===== src/rtl/writeback_commit_queue_if.sv =====
`default_nettype none
// ============================================================================
// writeback_commit_queue_if
// Retire-bundle input, register-file write ports and commit-queue drain port.
// Revision: 1.0
// ============================================================================
interface writeback_commit_queue_if #(
    parameter int NUM_WAYS = 2,
    parameter int DEPTH    = 8,
    parameter int XLEN     = 64
);
    logic                         in_valid;
    logic                         in_ready;
    logic [NUM_WAYS-1:0]          in_lane_valid;
    logic [5*NUM_WAYS-1:0]        in_reg_dest_addr;
    logic [NUM_WAYS-1:0]          in_reg_write_enable;
    logic [XLEN*NUM_WAYS-1:0]     in_reg_write_data;
    logic [32*NUM_WAYS-1:0]       in_inst;
    logic [XLEN*NUM_WAYS-1:0]     in_inst_pc;

    logic [NUM_WAYS-1:0]          rf_write_enable;
    logic [5*NUM_WAYS-1:0]        rf_dest_addr;
    logic [XLEN*NUM_WAYS-1:0]     rf_write_data;

    logic                         out_valid;
    logic                         out_ready;
    logic [4:0]                   out_reg_dest_addr;
    logic                         out_reg_write_enable;
    logic [XLEN-1:0]              out_reg_write_data;
    logic [31:0]                  out_inst;
    logic [XLEN-1:0]              out_inst_pc;

    logic [$clog2(DEPTH):0]       occupancy;
    logic [63:0]                  commit_count;
    logic                         ok;

    modport slave (
        input  in_valid, in_lane_valid, in_reg_dest_addr, in_reg_write_enable,
               in_reg_write_data, in_inst, in_inst_pc, out_ready,
        output in_ready, rf_write_enable, rf_dest_addr, rf_write_data,
               out_valid, out_reg_dest_addr, out_reg_write_enable,
               out_reg_write_data, out_inst, out_inst_pc,
               occupancy, commit_count, ok
    );

    modport master (
        output in_valid, in_lane_valid, in_reg_dest_addr, in_reg_write_enable,
               in_reg_write_data, in_inst, in_inst_pc, out_ready,
        input  in_ready, rf_write_enable, rf_dest_addr, rf_write_data,
               out_valid, out_reg_dest_addr, out_reg_write_enable,
               out_reg_write_data, out_inst, out_inst_pc,
               occupancy, commit_count, ok
    );
endinterface
`default_nettype wire


===== src/rtl/writeback_commit_queue.sv =====
`default_nettype none
// ============================================================================
// writeback_commit_queue
// Multi-lane writeback: RF write ports plus an in-order commit record queue.
// Revision: 1.0
// ============================================================================
module writeback_commit_queue #(
    parameter int NUM_WAYS = 2,
    parameter int DEPTH    = 8,
    parameter int XLEN     = 64
) (
    input  wire logic               clk,
    input  wire logic               reset,
    writeback_commit_queue_if.slave bus
);
    localparam int PTR_W = $clog2(DEPTH);
    localparam int OCC_W = PTR_W + 1;

    logic [PTR_W-1:0] head_q, head_d;
    logic [PTR_W-1:0] tail_q, tail_d;
    logic [OCC_W-1:0] occ_q, occ_d;
    logic [63:0]      commit_count_q, commit_count_d;

    logic [4:0]       mem_dest_q [DEPTH];
    logic             mem_we_q   [DEPTH];
    logic [XLEN-1:0]  mem_data_q [DEPTH];
    logic [31:0]      mem_inst_q [DEPTH];
    logic [XLEN-1:0]  mem_pc_q   [DEPTH];

    logic                w_ready;
    logic                w_accept;
    logic                w_pop;
    logic [NUM_WAYS-1:0] w_base;
    logic [NUM_WAYS-1:0] w_rf_we;
    logic [OCC_W-1:0]    w_cnt;
    logic [OCC_W-1:0]    w_pushed;
    logic [PTR_W-1:0]    w_slot [NUM_WAYS];

    // Ready looks only at registered occupancy, so a same-cycle pop never feeds back.
    assign w_ready  = reset && ((OCC_W'(DEPTH) - occ_q) >= OCC_W'(NUM_WAYS));
    assign w_accept = bus.in_valid && w_ready;
    assign w_pop    = (occ_q != '0) && bus.out_ready;

    // Valid lanes are packed into consecutive tail slots in lane order.
    always_comb begin
        w_cnt = '0;
        for (int i = 0; i < NUM_WAYS; i++) begin
            w_base[i] = w_accept && bus.in_lane_valid[i] && bus.in_reg_write_enable[i]
                        && (bus.in_reg_dest_addr[5*i +: 5] != 5'd0);
            w_slot[i] = tail_q + PTR_W'(w_cnt);
            if (bus.in_lane_valid[i]) begin
                w_cnt = w_cnt + OCC_W'(1);
            end
        end
        w_pushed = w_accept ? w_cnt : '0;
    end

    // Youngest lane wins when several lanes write the same register.
    always_comb begin
        w_rf_we = w_base;
        for (int i = 0; i < NUM_WAYS; i++) begin
            for (int j = i + 1; j < NUM_WAYS; j++) begin
                if (w_base[j] && (bus.in_reg_dest_addr[5*j +: 5] == bus.in_reg_dest_addr[5*i +: 5])) begin
                    w_rf_we[i] = 1'b0;
                end
            end
        end
    end

    always_comb begin
        tail_d         = tail_q + PTR_W'(w_pushed);
        head_d         = head_q + PTR_W'(w_pop);
        occ_d          = occ_q + w_pushed - OCC_W'(w_pop);
        commit_count_d = commit_count_q + 64'(w_pop);
    end

    always_ff @(posedge clk) begin
        if (!reset) begin
            head_q         <= '0;
            tail_q         <= '0;
            occ_q          <= '0;
            commit_count_q <= '0;
        end else begin
            head_q         <= head_d;
            tail_q         <= tail_d;
            occ_q          <= occ_d;
            commit_count_q <= commit_count_d;
        end
    end

    always_ff @(posedge clk) begin
        if (w_accept) begin
            for (int i = 0; i < NUM_WAYS; i++) begin
                if (bus.in_lane_valid[i]) begin
                    mem_dest_q[w_slot[i]] <= bus.in_reg_dest_addr[5*i +: 5];
                    mem_we_q[w_slot[i]]   <= bus.in_reg_write_enable[i];
                    mem_data_q[w_slot[i]] <= bus.in_reg_write_data[XLEN*i +: XLEN];
                    mem_inst_q[w_slot[i]] <= bus.in_inst[32*i +: 32];
                    mem_pc_q[w_slot[i]]   <= bus.in_inst_pc[XLEN*i +: XLEN];
                end
            end
        end
    end

    assign bus.in_ready             = w_ready;
    assign bus.ok                   = w_ready;
    assign bus.rf_write_enable      = w_rf_we;
    assign bus.rf_dest_addr         = bus.in_reg_dest_addr;
    assign bus.rf_write_data        = bus.in_reg_write_data;
    assign bus.out_valid            = (occ_q != '0);
    assign bus.out_reg_dest_addr    = mem_dest_q[head_q];
    assign bus.out_reg_write_enable = mem_we_q[head_q];
    assign bus.out_reg_write_data   = mem_data_q[head_q];
    assign bus.out_inst             = mem_inst_q[head_q];
    assign bus.out_inst_pc          = mem_pc_q[head_q];
    assign bus.occupancy            = occ_q;
    assign bus.commit_count         = commit_count_q;
endmodule
`default_nettype wire

===== src/flat_wrapper.sv =====
// flat-port wrapper written by rule: the top's interface ports become plain ports
module writeback_commit_queue_flat 
#(
    parameter int NUM_WAYS = 2,
    parameter int DEPTH    = 8,
    parameter int XLEN     = 64
)
  (clk, reset, bus_in_valid, bus_in_lane_valid, bus_in_reg_dest_addr, bus_in_reg_write_enable, bus_in_reg_write_data, bus_in_inst, bus_in_inst_pc, bus_out_ready, bus_in_ready, bus_rf_write_enable, bus_rf_dest_addr, bus_rf_write_data, bus_out_valid, bus_out_reg_dest_addr, bus_out_reg_write_enable, bus_out_reg_write_data, bus_out_inst, bus_out_inst_pc, bus_occupancy, bus_commit_count, bus_ok);
  writeback_commit_queue_if #(.NUM_WAYS(NUM_WAYS), .DEPTH(DEPTH), .XLEN(XLEN)) bus_i ();
  input  wire logic clk;
  input  wire logic reset;
  input wire logic [$bits(bus_i.in_valid)-1:0] bus_in_valid;
  input wire logic [$bits(bus_i.in_lane_valid)-1:0] bus_in_lane_valid;
  input wire logic [$bits(bus_i.in_reg_dest_addr)-1:0] bus_in_reg_dest_addr;
  input wire logic [$bits(bus_i.in_reg_write_enable)-1:0] bus_in_reg_write_enable;
  input wire logic [$bits(bus_i.in_reg_write_data)-1:0] bus_in_reg_write_data;
  input wire logic [$bits(bus_i.in_inst)-1:0] bus_in_inst;
  input wire logic [$bits(bus_i.in_inst_pc)-1:0] bus_in_inst_pc;
  input wire logic [$bits(bus_i.out_ready)-1:0] bus_out_ready;
  output wire logic [$bits(bus_i.in_ready)-1:0] bus_in_ready;
  output wire logic [$bits(bus_i.rf_write_enable)-1:0] bus_rf_write_enable;
  output wire logic [$bits(bus_i.rf_dest_addr)-1:0] bus_rf_dest_addr;
  output wire logic [$bits(bus_i.rf_write_data)-1:0] bus_rf_write_data;
  output wire logic [$bits(bus_i.out_valid)-1:0] bus_out_valid;
  output wire logic [$bits(bus_i.out_reg_dest_addr)-1:0] bus_out_reg_dest_addr;
  output wire logic [$bits(bus_i.out_reg_write_enable)-1:0] bus_out_reg_write_enable;
  output wire logic [$bits(bus_i.out_reg_write_data)-1:0] bus_out_reg_write_data;
  output wire logic [$bits(bus_i.out_inst)-1:0] bus_out_inst;
  output wire logic [$bits(bus_i.out_inst_pc)-1:0] bus_out_inst_pc;
  output wire logic [$bits(bus_i.occupancy)-1:0] bus_occupancy;
  output wire logic [$bits(bus_i.commit_count)-1:0] bus_commit_count;
  output wire logic [$bits(bus_i.ok)-1:0] bus_ok;
  assign bus_i.in_valid = bus_in_valid;
  assign bus_i.in_lane_valid = bus_in_lane_valid;
  assign bus_i.in_reg_dest_addr = bus_in_reg_dest_addr;
  assign bus_i.in_reg_write_enable = bus_in_reg_write_enable;
  assign bus_i.in_reg_write_data = bus_in_reg_write_data;
  assign bus_i.in_inst = bus_in_inst;
  assign bus_i.in_inst_pc = bus_in_inst_pc;
  assign bus_i.out_ready = bus_out_ready;
  assign bus_in_ready = bus_i.in_ready;
  assign bus_rf_write_enable = bus_i.rf_write_enable;
  assign bus_rf_dest_addr = bus_i.rf_dest_addr;
  assign bus_rf_write_data = bus_i.rf_write_data;
  assign bus_out_valid = bus_i.out_valid;
  assign bus_out_reg_dest_addr = bus_i.out_reg_dest_addr;
  assign bus_out_reg_write_enable = bus_i.out_reg_write_enable;
  assign bus_out_reg_write_data = bus_i.out_reg_write_data;
  assign bus_out_inst = bus_i.out_inst;
  assign bus_out_inst_pc = bus_i.out_inst_pc;
  assign bus_occupancy = bus_i.occupancy;
  assign bus_commit_count = bus_i.commit_count;
  assign bus_ok = bus_i.ok;
  writeback_commit_queue #(.NUM_WAYS(NUM_WAYS), .DEPTH(DEPTH), .XLEN(XLEN)) u_core (.clk(clk), .reset(reset), .bus(bus_i));
endmodule

===== config.mk =====
export PLATFORM = sky130hd
export DESIGN_NAME = writeback_commit_queue_flat
export DESIGN_NICKNAME = d
export VERILOG_FILES = /design/src/rtl/writeback_commit_queue_if.sv /design/src/rtl/writeback_commit_queue.sv /design/src/flat_wrapper.sv
export SDC_FILE = /design/constraint.sdc
export NUM_CORES = 2
export LEC_CHECK = 0
export CAP_MARGIN = 20
export CORE_AREA = 2 2 452 454
export CTS_CLUSTER_DIAMETER = 120
export CTS_CLUSTER_SIZE = 10
export DETAILED_ROUTE_END_ITERATION = 10
export DIE_AREA = 0 0 454 456
export PLACE_DENSITY = 0.51
export RECOVER_POWER = 50
export SLEW_MARGIN = 25
export SYNTH_ARGS = -nofsm -noshare
export SYNTH_HDL_FRONTEND = slang
export SYNTH_SLANG_ARGS = --single-unit

===== constraint.sdc =====
create_clock -name clk -period 21.2 [get_ports clk]
set_input_delay 4.24 -clock clk [delete_from_list [all_inputs] [get_ports clk]]
set_output_delay 4.24 -clock clk [all_outputs]
set_load 0.02 [all_outputs]

* Word level (Yosys, flattened, before mapping) *
Memories as Yosys holds them, arrays and structs flattened. A register that Yosys moved wholly into a read port is not among the register bits.
Index checks and enable logic that the tools add are counted.
Widths: inputs -> output; s select.

storage, ports and cells
  flip-flop bits (word level) = 74
  latch bits = 0
  bits in writable memories = 1328
  ROM bits = 0
  bits of input ports = 338
  output and inout bits = 377
  logic and storage cells = 47
  memories kept = 5

operators by class
  add/sub/neg operators = 8
  multipliers = 0
  div/mod/pow operators = 0
  $lt $le $gt $ge = 1
  equality and inequality tests = 1
  shift-type cells = 0
  mux-type cells = 15
  bitwise gates (word level) = 0
  reductions and logical operators = 13

memories
  name               words  bits a word  read ports  clocked after Yosys merged registers in  write ports  line                          RTL
  u_core.mem_data_q  8      64           1           1                                        2            writeback_commit_queue.sv:26  logic [XLEN-1:0] mem_data_q [DEPTH];
  u_core.mem_pc_q    8      64           1           1                                        2            writeback_commit_queue.sv:28  logic [XLEN-1:0] mem_pc_q [DEPTH];
  u_core.mem_inst_q  8      32           1           1                                        2            writeback_commit_queue.sv:27  logic [31:0] mem_inst_q [DEPTH];
  u_core.mem_dest_q  8      5            1           1                                        2            writeback_commit_queue.sv:24  logic [4:0] mem_dest_q [DEPTH];
  u_core.mem_we_q    8      1            1           1                                        2            writeback_commit_queue.sv:25  logic mem_we_q [DEPTH];

operators by type and width
  cell                 number
  $add 64x1->64        1
  $mux 3               5
  $logic_and 1x1->1    10
  $reduce_bool 5->1    2
  $mux 1               8
  $mux 4               2
  $add 3x1->3          2
  $eq 5x5->1           1
  $add 4x4->4          1
  $ge 4x2->1 const B   1
  $reduce_bool 4->1    1
  $sub 4x1->4          1
  $sub 4x4->4 const A  1
  $add 3x3->3          1
  $add 1x1->2 const B  1

* Logic depth before layout (Yosys ltp) *
  depth in word-level cells = 9
  gate-level depth with buffers = 12

* Least setup slack after synthesis *
Ideal clock, no wire load.

  kind = input port to flip-flop
  start point = in bus_in_valid
  end point = mem u_core.mem_data_q[0][0] (enable)
  library setup time = 0.934 ns
  data arrival time = 17.077 ns
  slack = 3.189 ns
  stages on the path = 5
  path buffers = 0
  path through = nand2_1 -> a41oi_2 -> nand2_1 -> or2_2 -> o31ai_1

RTL lines
  what             line                          RTL
  start, declared  flat_wrapper.sv:12            input wire logic [$bits(bus_i.in_valid)-1:0] bus_in_valid;
  end, declared    writeback_commit_queue.sv:26

==> flow_summary.ini <==
[status]
status = complete, but fails checks
failed_checks = capacitance limit, slew limit

[power_and_ir_drop]
p_per_area_mw_per_mm2 = 93.9
p_leak_nw = 26.3
max-vdd-ir-drop_uv = 74.2

[layout]
layout-drive-gt1-share_pct = 44.4
final_cell_mix = mux2_2 (1467), edfxtp_1 (1328), clkdlybuf4s50_1 (642)
area_growth_pct = 18.3
final_util_pct = 41.3
final_common_cell = mux2_2
fin_nets = 4915

[timing]
worstMarginPinSlew_ns = 9.70
setup_viol = 0
finalMaxSlewViolations = 1515
max_freq_mhz = 65.2
worst_slack_ns = 5.85
post-route-min-period_ns = 15.35
relSlewSlack_pct = -547
final.setup.tns_ns = 0
hold_ws_ns = 0.501
finalCritPeriodShare_pct = 72.4
grt_setup_unrepaired = no
hold_viol = 0
worst_clock_skew_ns = 0.0246

[routing]
viasPerCell = 5.39
routed_wl_mm = 221
drt_iter0_markers = 2709
vias = 39280
dr.pass1.iters = 5
drc = 0
ant_nets = 0
wl_per_cell_um = 30.3

[run]
maxCapViolations = 37

[clock_network]
insertion_delay_ns = 0.81
clkTransAtPathRegs_ns = 0.06
cts_tree = yes
post_cts_buffers = 0
cts.root.buffer_cell = clkbuf_16
numCtsBuffers = 159
cts_resized = 0
cts-hold-fix-buffers = 0
clock-sinks = 1402
cts_buffer_depth = 3
cts-htree-levels = 4

[synth]
synth.avg_cell_area_um2 = 17.6
syn_inst = 4013
seq_area_frac_synth_pct = 58.7
synth-seq-cells = 1402
synth_ff_type = edfxtp_1
netlist_area_mm2 = 0.0705
async_flop_share_pct = 0
syn_nets = 4369
synth_edf_count = 1328
yosys_warnings = 0
synth_cell_types = 51

[global_routing]
grt_max_degree = 106
antenna_found_initial = 57
track_usage_pct = 21.0
grt_pass1_vias = 42053
grt-ovfl-total = 0
grt_pass1_wl_mm = 315

[place]
post-dp-hpwl_mm = 124
io_buffer_count = 714
gp_congestion = 0.799
pre_cts_slack_ns = 10.35

[die]
die_h_um = 456
initial_core_util_pct = 34.9
die_w_um = 454
rows = 165
dieArea_mm2 = 0.207
coreArea_mm2 = 0.202
ios = 715

[worst_setup_path]
r2r_cells = 9
path_max_fanout = 99
start_kind = input pin
path_class = in2reg
cp_data_arrival_time_ns = 15.77
end_kind = flop
worstPathRequired_ns = 21.62

[min_path]
hold_depth = 2
hold_class = reg2reg
stage by stage:
step | area (um2) | instances | total power, W
2_1_floorplan | 70500 | 4013 | 0.00459
3_3_place_gp | 79300 | 7070 | 0.00541
3_5_place_dp | 79300 | 7070 | 0.00541
4_1_cts | 83700 | 7268 | 0.00795
5_1_grt | 83400 | 7284 | 0.00814
6_report | 83400 | 7287 | 0.00783
sequential cells by signal, summed over array words and instances (netlist names):
register / cells
u_core.mem_pc_q: 512
u_core.tail_q: 3
u_core.mem_inst_q: 256
u_core.bus.commit_count: 64
u_core.head_q: 3
u_core.bus.occupancy: 4
u_core.mem_dest_q: 40
u_core.mem_we_q: 8
u_core.mem_data_q: 512
synth_stat cells (2+ instances only):
| cell type | count | area, um2 |
|---|---|---|
| nand2_1 | 33 | 124 |
| nor3_1 | 15 | 75.1 |
| xnor2_1 | 31 | 272 |
| and4_1 | 2 | 17.5 |
| buf_4 | 170 | 1280 |
| edfxtp_1 | 1328 | 39900 |
| or3_1 | 20 | 125 |
| ha_1 | 16 | 200 |
| dfxtp_1 | 74 | 1480 |
| nor2_1 | 52 | 195 |
| clkbuf_1 | 74 | 278 |
| a21oi_1 | 26 | 130 |
| o21ai_0 | 24 | 120 |
| mux2_1 | 17 | 191 |
| or4_1 | 9 | 67.6 |
| o31ai_1 | 8 | 60.1 |
| nand2b_1 | 2 | 12.5 |
| and2_1 | 10 | 62.6 |
| fa_1 | 2 | 40.0 |
| or3_2 | 3 | 22.5 |
| buf_6 | 35 | 394 |
| o21bai_1 | 3 | 22.5 |
| or2_2 | 6 | 37.5 |
| nor4_1 | 12 | 75.1 |
| inv_1 | 23 | 86.3 |
| buf_1 | 57 | 214 |
| buf_2 | 70 | 350 |
| and3_1 | 2 | 12.5 |
| mux4_2 | 332 | 7480 |
| nand3_1 | 24 | 120 |
| nand4_1 | 23 | 144 |
| mux2_2 | 1477 | 16600 |
| xor2_1 | 15 | 131 |
cell families after synthesis:
kind of cell	count (synthesis)	synth area share, %
adder cells (fa/ha/maj)	18	0.341
AND/OR/NAND/NOR	223	1.68
AO/OA/AOI/OAI	67	0.552
multiplexers	1827	34.5
XOR/XNOR	46	0.572
flip-flops	1402	58.7
buffers and inverters	430	3.69
routing by layer:
metal	track usage (%)	wire [um]	up-vias
li1	-	-	17130
met5	0	254	-
met4	6.61	5860	42
met1	27.1	93600	20808
met2	35.6	111000	964
met3	3.74	10100	336
area by class of cell:
cell class | count | area, um2
inverters | 24 | 90.1
well taps | 2672 | 3340
diodes | 19 | 47.5
fillers | 18158 | 118000
flip-flops and latches | 1402 | 41400
repair buffers | 791 | 7640
clock inverters | 13 | 195
multi-input cells | 2181 | 26500
clock buffers | 185 | 4180
worst max-delay path, stage by stage:
cell and delay (ns):
dlygate4sd3_1 0.80, nand2_1 0.10, a41oi_1 0.68, and2b_1 0.27
nand2_1 0.96, o21ai_0 0.49, clkbuf_1 6.63, buf_4 1.48
report_power, final:
part           switching (W)  leakage (nW)  internal, W
Clock                0.00112          2.14      0.00139
Sequential         0.0000536          12.6      0.00316
Combinational        0.00105          11.6      0.00106
worst paths after layout:
kind	startpoint	end	slack (ns)
max	reset	u_core.mem_pc_q[6][2]	5.85
min	u_core.bus.commit_count[61]	u_core.bus.commit_count[61]	0.50
max reg2reg	u_core.bus.occupancy[1]	u_core.mem_pc_q[6][2]	9.24
min reg2reg	u_core.bus.commit_count[61]	u_core.bus.commit_count[61]	0.50
No activity file was read; power rests on OpenSTA's default activity.
